===== src/rtl/phy_rx_deser.sv =====
// Receive deserializer for the 4-lane PHY link: aligns to IDLE_SYM bytes, then deals bytes round-robin onto four lanes.
// Optional build macro PHY_RX_BYTECNT_EN adds the rx_byte_cnt valid-byte counter output.
module phy_rx_deser #(
  parameter logic [7:0] IDLE_SYM   = 8'hBC,
  parameter int         SYNC_COUNT = 4
) (
  input  logic        clk_32f,
  input  logic        reset_L,
  input  logic        serial_in,
  output logic [7:0]  out0,
  output logic [7:0]  out1,
  output logic [7:0]  out2,
  output logic [7:0]  out3,
  output logic        valid_out0,
  output logic        valid_out1,
  output logic        valid_out2,
  output logic        valid_out3,
  output logic        active
`ifdef PHY_RX_BYTECNT_EN
  ,
  output logic [15:0] rx_byte_cnt
`endif
);

  typedef enum logic [1:0] {ST_UNSYNC, ST_ALIGNING, ST_ACTIVE} state_e;

  localparam logic [3:0] SYNC_CNT = SYNC_COUNT[3:0];

  state_e     state_q, state_d;
  logic [6:0] sr_q, sr_d;
  logic [2:0] bit_cnt_q, bit_cnt_d;
  logic [3:0] bc_cnt_q, bc_cnt_d;
  logic [1:0] lane_ptr_q, lane_ptr_d;
  logic [7:0] hold_q [3];
  logic [7:0] hold_d [3];
  logic [2:0] hv_q, hv_d;
  logic [7:0] out_q [4];
  logic [7:0] out_d [4];
  logic [3:0] valid_q, valid_d;
  logic       active_q, active_d;

  logic [7:0] cand;
  logic       is_idle;
  logic       boundary;

  // The byte whose last bit is on serial_in right now.
  assign cand     = {sr_q, serial_in};
  assign is_idle  = (cand == IDLE_SYM);
  assign boundary = (bit_cnt_q == 3'd7);

`ifdef PHY_RX_BYTECNT_EN
  logic [15:0] byte_cnt_q, byte_cnt_d;
  logic [15:0] frame_valid_cnt;

  assign frame_valid_cnt = {15'd0, hv_q[0]} + {15'd0, hv_q[1]} +
                           {15'd0, hv_q[2]} + {15'd0, ~is_idle};
  assign rx_byte_cnt     = byte_cnt_q;
`endif

  always_comb begin
    // NOTE: every next-state signal gets its hold value first so no path leaves one unassigned (no latches).
    state_d    = state_q;
    sr_d       = cand[6:0];
    bit_cnt_d  = bit_cnt_q;
    bc_cnt_d   = bc_cnt_q;
    lane_ptr_d = lane_ptr_q;
    hold_d     = hold_q;
    hv_d       = hv_q;
    out_d      = out_q;
    valid_d    = valid_q;
    active_d   = active_q;
`ifdef PHY_RX_BYTECNT_EN
    byte_cnt_d = byte_cnt_q;
`endif

    unique case (state_q)
      ST_UNSYNC: begin
        if (is_idle) begin
          bit_cnt_d = 3'd0;
          bc_cnt_d  = 4'd1;
          if (SYNC_CNT == 4'd1) begin
            state_d    = ST_ACTIVE;
            active_d   = 1'b1;
            lane_ptr_d = 2'd0;
          end else begin
            state_d = ST_ALIGNING;
          end
        end
      end

      ST_ALIGNING: begin
        bit_cnt_d = bit_cnt_q + 3'd1;
        if (boundary) begin
          if (!is_idle) begin
            bc_cnt_d = 4'd0;
            state_d  = ST_UNSYNC;
          end else if (bc_cnt_q + 4'd1 == SYNC_CNT) begin
            bc_cnt_d   = bc_cnt_q + 4'd1;
            state_d    = ST_ACTIVE;
            active_d   = 1'b1;
            lane_ptr_d = 2'd0;
          end else begin
            bc_cnt_d = bc_cnt_q + 4'd1;
          end
        end
      end

      ST_ACTIVE: begin
        bit_cnt_d = bit_cnt_q + 3'd1;
        if (boundary) begin
          lane_ptr_d = lane_ptr_q + 2'd1;
          case (lane_ptr_q)
            2'd0: begin hold_d[0] = cand; hv_d[0] = ~is_idle; end
            2'd1: begin hold_d[1] = cand; hv_d[1] = ~is_idle; end
            2'd2: begin hold_d[2] = cand; hv_d[2] = ~is_idle; end
            default: begin
              // Lane 3 is taken straight from cand so the frame lands on this edge.
              valid_d = {~is_idle, hv_q[2], hv_q[1], hv_q[0]};
              for (int i = 0; i < 3; i++) begin
                if (hv_q[i]) out_d[i] = hold_q[i];
              end
              if (!is_idle) out_d[3] = cand;
`ifdef PHY_RX_BYTECNT_EN
              byte_cnt_d = byte_cnt_q + frame_valid_cnt;
`endif
            end
          endcase
        end
      end

      default: state_d = ST_UNSYNC;
    endcase
  end

  // NOTE: the lane hold bytes are only a few flops, so they are reset like the rest of the state.
  always_ff @(posedge clk_32f or negedge reset_L) begin
    if (!reset_L) begin
      state_q    <= ST_UNSYNC;
      sr_q       <= '0;
      bit_cnt_q  <= '0;
      bc_cnt_q   <= '0;
      lane_ptr_q <= '0;
      hold_q     <= '{default: '0};
      hv_q       <= '0;
      out_q      <= '{default: '0};
      valid_q    <= '0;
      active_q   <= 1'b0;
`ifdef PHY_RX_BYTECNT_EN
      byte_cnt_q <= '0;
`endif
    end else begin
      // NOTE: non-blocking assignments so every register samples pre-edge values.
      state_q    <= state_d;
      sr_q       <= sr_d;
      bit_cnt_q  <= bit_cnt_d;
      bc_cnt_q   <= bc_cnt_d;
      lane_ptr_q <= lane_ptr_d;
      hold_q     <= hold_d;
      hv_q       <= hv_d;
      out_q      <= out_d;
      valid_q    <= valid_d;
      active_q   <= active_d;
`ifdef PHY_RX_BYTECNT_EN
      byte_cnt_q <= byte_cnt_d;
`endif
    end
  end

  assign out0       = out_q[0];
  assign out1       = out_q[1];
  assign out2       = out_q[2];
  assign out3       = out_q[3];
  assign valid_out0 = valid_q[0];
  assign valid_out1 = valid_q[1];
  assign valid_out2 = valid_q[2];
  assign valid_out3 = valid_q[3];
  assign active     = active_q;

endmodule


===== config.mk =====
export PLATFORM = sky130hd
export DESIGN_NAME = phy_rx_deser
export DESIGN_NICKNAME = d
export VERILOG_FILES = /design/src/rtl/phy_rx_deser.sv
export SDC_FILE = /design/constraint.sdc
export NUM_CORES = 1
export LEC_CHECK = 0
export BUFFER_PORTS_ARGS = -buffer_cell sky130_fd_sc_hd__buf_4
export CAP_MARGIN = 10
export CORE_ASPECT_RATIO = 0.9
export CORE_UTILIZATION = 57
export CTS_CLUSTER_DIAMETER = 30
export CTS_CLUSTER_SIZE = 30
export DETAILED_ROUTE_END_ITERATION = 6
export PLACE_DENSITY = 0.78
export SLEW_MARGIN = 20
export SYNTH_ARGS = -nofsm -noshare
export SYNTH_HDL_FRONTEND = slang
export SYNTH_SLANG_ARGS = --single-unit

===== constraint.sdc =====
create_clock -name clk_32f -period 2.6 [get_ports clk_32f]
set_input_delay 0.13 -clock clk_32f [delete_from_list [all_inputs] [get_ports clk_32f]]
set_output_delay 0.13 -clock clk_32f [all_outputs]
set_load 0.03 [all_outputs]

==> results_dict.tcl, run 1 <==
set metrics [dict create \
    status "complete, no violations" \
    remaining_drc_errors 0 \
    skew_ps 9.971 \
    gr-usage-all-layers 0.2220 \
    power_report.internal_total_mw 1.832 \
    yosysWarnings 0 \
    peakVddDrop_mv 0.4599 \
    gr-total-overflow 0 \
    critPathMaxFanout 6 \
    hold_viol_final 0 \
    synth_xor_area_frac 0.002665 \
    criticalPathCategory "flop to flop" \
    diodes 0 \
    end_kind "flop" \
    ant_nets 0 \
    die_w_um 82.05 \
    postCtsSetupBuffers 0 \
    port_buffers 39 \
    slew-limit-headroom 0.6055 \
    ys.flop_type "dfrtp_1" \
    syn_area_per_cell_um2 14.11 \
    synthTopCellsByArea "dfrtp_1, mux2_2, ha_1" \
    drt-total-wl_um 5954 \
    critPathArrivalTime_ps 2350 \
    yosysSeqAreaShare 0.6243 \
    yosys.area.top_type_share 0.6243 \
    core-area_um2 5411 \
    setup_viol_count_final 0 \
    synth_top_area_cell "dfrtp_1" \
    cts_resized 0 \
    period_share 0.8156 \
    synth_top_family_by_area "multiplexers" \
    worstSkewPairLatency_ps 350 \
    crit_path_top_delay_cell "or4b_4" \
    synthSimpleGateAreaFrac 0.06205 \
    io_pins 40 \
    cts_made_buffers 9 \
    cts.sinks 82 \
    gp_congestion 0.8282 \
    switching_power_mw 0.5491 \
    syn_area_um2 3287 \
    cts_hold_buf 2 \
    setup_tns_ps 0 \
    wl_per_cell_um 16.87 \
    drt_iter0_drc 76 \
    max-cap-violations 0 \
    tightest_slew_ps 589.6 \
    finish.utilization 0.7200 \
    synth_edf_count 0 \
    fmax_mhz 471.5 \
    root_buffer "clkbuf_8" \
    synthTopCellsByCount "dfrtp_1, mux2_2, nand2_1, o21ai_0, ha_1" \
    die-area_um2 6075 \
    final_max_slew_viol_count 0 \
    nFillCells 363 \
    areaGrowthSynthToFinish_pct 18.54 \
    vias 1998 \
    synth_async_sr_flop_share 1.000 \
    dr.pass1.iters 4 \
    path_cells "or4b_4 > o21ai_0 > o21ai_0 > a211o_1" \
    min_period_ps 2121 \
    seqPwrFrac 0.550 \
    rows 25 \
    clk_pin_slew_ps 80 \
    area.sequential_um2 2052 \
    startpoint_type "flop" \
    path_buf_inv 0 \
    antenna_found_initial 0 \
    clkPwrFrac 0.397 \
    rsz0062_at_grt "false" \
    dp.final_hpwl_um 3992 \
    yosysMostFrequentCell "dfrtp_1" \
    cp_slowest_stage_delay_ps 570 \
    synth_fp_nets 246 \
    multiInputGateArea_um2 1186 \
    cp_data_required_time_ps 2830 \
    p_per_area_nw_per_um2 611.2 \
    synth_seq_cells 82 \
    cp_top_family "compound AO/OA/AOI/OAI gates" \
    vias_per_cell 5.660 \
    hold_path_class "input pin to asynchronous set/reset pin" \
    final_nets 294 \
    drive_gt1_frac 0.4091 \
    pwr-share-comb 0.053 \
    synth-compound-area-share 0.06624 \
    grt_pass1_vias 2013 \
    ys_types 37 \
    synth_mux_area_frac 0.1919 \
    htreeDepth 3 \
    power.leakage_nw 2.026 \
    postSynthCellCount 233 \
    swShare 0.2306 \
    cts_max_path_buffers 2 \
    cts_tree "done" \
    start_util 0.6074 \
    yosys.area_share.adder 0.03807 \
    crit_path_frequent_cell "o21ai_0" \
    grt_first_pass_wirelength_um 9680 \
    grt_max_degree 83 \
    die_y_um 74.04 \
]
[layer usage]
metal | share of wire | GRT usage
met5 | 0 | 0
met4 | 0.021 | 0.1072
met3 | 0.044 | 0.06380
met2 | 0.45 | 0.3379
met1 | 0.48 | 0.2953
[worst reg2reg max path, delay by kind of cell (launching register included)]
family / cells / cell delay, ps
compound gates: 3 / 990
flops: 1 / 430
simple gates: 1 / 570
[power groups by stage]
| stage | clock (mW) | sequential, mW | combinational, mW |
|---|---|---|---|
| 2_1_floorplan | 0 | 1.33 | 0.0755 |
| 3_3_place_gp | 0 | 1.33 | 0.116 |
| 3_5_place_dp | 0 | 1.33 | 0.118 |
| 4_1_cts | 0.969 | 1.31 | 0.121 |
| 5_1_grt | 1.02 | 1.31 | 0.143 |
| 6_report | 0.947 | 1.31 | 0.126 |
[metrics by stage]
| step | std cells | hold slack, ps | cell area, um^2 | total power [mW] | setup slack, ps |
|---|---|---|---|---|---|
| floorplan | 233 | -165.6 | 3287 | 1.402 | 652.4 |
| global placement | 334 | 316.0 | 3637 | 1.449 | 524.7 |
| detailed placement | 334 | 314.6 | 3637 | 1.453 | 510.3 |
| CTS | 352 | 481.5 | 3869 | 2.399 | 489.3 |
| global route | 353 | 246.5 | 3896 | 2.473 | 304.9 |
| finish | 353 | 219.9 | 3896 | 2.381 | 479.3 |
[state kept, by name, summed over array words and instances (netlist names)]
register,flops
bit_cnt_q,3
out1,8
valid_q,4
state_q,2
hold_q,24
out2,8
bc_cnt_q,4
sr_q,7
hv_q,3
out3,8
lane_ptr_q,2
out0,8
active,1
[logic make-up after synthesis]
kind of cell / count (synthesis)
DFF: 82
muxes: 56
xor gates and xnor gates: 1
buffers and inverters: 11
AOI/OAI and AO/OA: 32
and+or+nand+nor: 41
adders and majority gates: 10
[area by class of cell]
type | instances | area share
clock inverters | 5 | 0.01541
inverters | 6 | 0.005780
well taps | 67 | 0.02152
clock buffers | 11 | 0.03886
flip-flops and latches | 82 | 0.5267
multi-input cells | 140 | 0.3044
repair buffers | 42 | 0.08735
[final timing paths]
kind / startpoint / endpoint / slack (ps) / cells after the start
worst max-delay path: sr_q[5]$_DFF_PN0_ / bc_cnt_q[3]$_DFFE_PN0P_ / 480 / 4
worst min-delay path: reset_L / hold_q[3]$_DFFE_PN0P_ / 220 / 2
worst max register to register: sr_q[5]$_DFF_PN0_ / bc_cnt_q[3]$_DFFE_PN0P_ / 480 / 4
worst min register to register: valid_q[2]$_DFFE_PN0P_ / valid_q[2]$_DFFE_PN0P_ / 480 / 2
max in group asynchronous: reset_L / bit_cnt_q[1]$_DFFE_PN0P_ / 1820 / 3
min in group clk_32f: valid_q[2]$_DFFE_PN0P_ / valid_q[2]$_DFFE_PN0P_ / 480 / 2
[placed cells by master, fill, tap and decap left out, types with 4 or more instances in the layout]
master	n
a21oi_1	4
buf_4	39
clkbuf_8	11
dfrtp_1	82
ha_1	10
inv_1	6
mux2_2	56
nand2_1	23
o21ai_0	11
No activity file was read; power rests on OpenSTA's default activity.
==> run 2: changes to the inputs <==
- clock period: 2.6 -> 2 ns (I/O delays scaled with it)
==> run 2 against run 1 <==
Net effect: power up 35%; design area up 4.3%; clock power up 39%; largest cell class unchanged; largest power group unchanged; highest routed layer unchanged.
==> results_dict.tcl, run 2 (same netlist as run 1, synthesis figures left out) <==
set metrics [dict create \
    largest_reg_flops 24 \
    power.leakage_nw 2.121 \
    min_path_cells 2 \
    cp_data_required_time_ps 2260 \
    slew-limit-headroom 0.7180 \
    drt-total-wl_um 6240 \
    tightest_slew_ps 423.0 \
    cts_tree "done" \
    htreeDepth 3 \
    cp_top_family "simple AND/OR/NAND/NOR gates" \
    multiInputGateArea_um2 1201 \
    crit_path_top_delay_cell "or4b_4" \
    clkPwrFrac 0.411 \
    seqPwrFrac 0.525 \
    grt_first_pass_wirelength_um 10320 \
    setup_viol_count_final 0 \
    final_nets 310 \
    criticalPathCategory "flop to flop" \
    path_buf_inv 0 \
    cts_max_path_buffers 2 \
    drive_gt1_frac 0.4470 \
    start_util 0.6074 \
    die_y_um 74.04 \
    period_share 0.9670 \
    root_buffer "clkbuf_8" \
    placedCellCount 351 \
    setup_ws_ps 66.03 \
    power_report.internal_total_mw 2.499 \
    grt_pass1_vias 2110 \
    worstRegToRegCells 4 \
    dp.final_hpwl_um 4143 \
    grt_max_degree 83 \
    hold_viol_final 0 \
    nFillCells 331 \
    mostFrequentLayoutCells "dfrtp_1, mux2_2, buf_4" \
    antenna_found_initial 0 \
    dr.pass1.iters 4 \
    rsz0062_at_grt "true" \
    cts.sinks 82 \
    status "complete, no violations" \
    vias 2125 \
    max-cap-violations 0 \
    end_kind "flop" \
    drt_iter0_drc 113 \
    swShare 0.2252 \
    gr-total-overflow 0 \
    wl_per_cell_um 16.91 \
    port_buffers 39 \
    cp_slowest_stage_delay_ps 560 \
    skew_ps 9.523 \
    final_common_cell "dfrtp_1" \
    p_per_area_nw_per_um2 793.8 \
    design_area_um2 4064 \
    remaining_drc_errors 0 \
    top_register "hold_q" \
    core-area_um2 5411 \
    vias_per_cell 5.759 \
    die-area_um2 6075 \
    diodes 0 \
    final_max_slew_viol_count 0 \
    startpoint_type "flop" \
    die_w_um 82.05 \
    io_pins 40 \
    area.sequential_um2 2052 \
    peakVddDrop_mv 0.5657 \
    cts_made_buffers 9 \
    path_cells "or4b_4 > or2_4 > or4_1 > o211ai_1" \
    place_ws_ps 4.601 \
    placed_area_um2 3802 \
    critPathArrivalTime_ps 2190 \
    critPathMaxFanout 8 \
    gr-usage-all-layers 0.2381 \
    min_period_ps 1934 \
    rows 25 \
    final_cells 369 \
    fmax_mhz 517.1 \
    hold_path_class "input pin to flop" \
    clk_pin_slew_ps 80 \
    areaGrowthSynthToFinish_pct 23.64 \
    switching_power_mw 0.7266 \
    pwr-share-comb 0.064 \
    gp_congestion 0.8025 \
    worstSkewPairLatency_ps 350 \
    cp.depth 4 \
    ant_nets 0 \
]
-- run 2: changes by cell type in the layout (fill, tap and decap cells not counted), sizes merged --
cell	previous run	this run
buf	40	56
bufinv	1	2
clkinv	2	1
-- run 2: final timing paths --
path                               startpoint                      end  slack, ps
hold / removal                      serial_in    hold_q[8]$_DFFE_PN0P_         70
max in group asynchronous             reset_L  bc_cnt_q[1]$_DFFE_PN0P_       1350
setup reg to reg            sr_q[5]$_DFF_PN0_   state_q[1]$_DFFE_PN0P_         70
setup / recovery            sr_q[5]$_DFF_PN0_   state_q[1]$_DFFE_PN0P_         70
hold reg to reg            active$_DFFE_PN0P_       active$_DFFE_PN0P_        480
min in group asynchronous             reset_L      out2[6]$_DFFE_PN0P_        320
-- run 2: cell type report --
class | count | area share
timing repair buffer | 58 | 0.1176
tap | 67 | 0.02063
sequential | 82 | 0.5049
clock buffer | 11 | 0.03479
clock inverter | 5 | 0.02094
inverter | 6 | 0.005542
multi-input combinational | 140 | 0.2956
-- run 2: power by group through the flow --
stage | clock (mW) | sequential [mW] | combinational (mW)
final | 1.32 | 1.69 | 0.208
after global routing | 1.42 | 1.70 | 0.234
after CTS | 1.35 | 1.69 | 0.208
after detailed placement | 0 | 1.73 | 0.203
after global placement | 0 | 1.72 | 0.199
after floorplan | 0 | 1.72 | 0.0982
-- run 2: stage by stage --
step           hold slack, ps  utilization  total power [mW]  setup TNS, ps
2_1_floorplan          -195.6            -             1.823              0
3_3_place_gp            160.7       0.7027             1.924              0
3_5_place_dp            158.7       0.7027             1.929              0
4_1_cts                 59.85       0.7491             3.255              0
5_1_grt                 53.80       0.7510             3.355         -79.93
6_report                72.79       0.7510             3.226              0
-- run 2: metal layers --
metal	up-vias	track usage	wire length, um	share of wire
met5	-	0	0	0
li1	968	-	-	-
met3	8	0.08221	335	0.054
met1	1092	0.3197	2885	0.46
met2	57	0.3728	2961	0.47
met4	0	0.06433	58	0.0093
-- run 2: repair_timing --
action                                  4_1_cts  5_1_grt
hold endpoints to repair                     83        0
setup buffers                                 0        0
hold buffers                                  2        0
resized for setup                             1        3
endpoints found under the setup margin        1       15
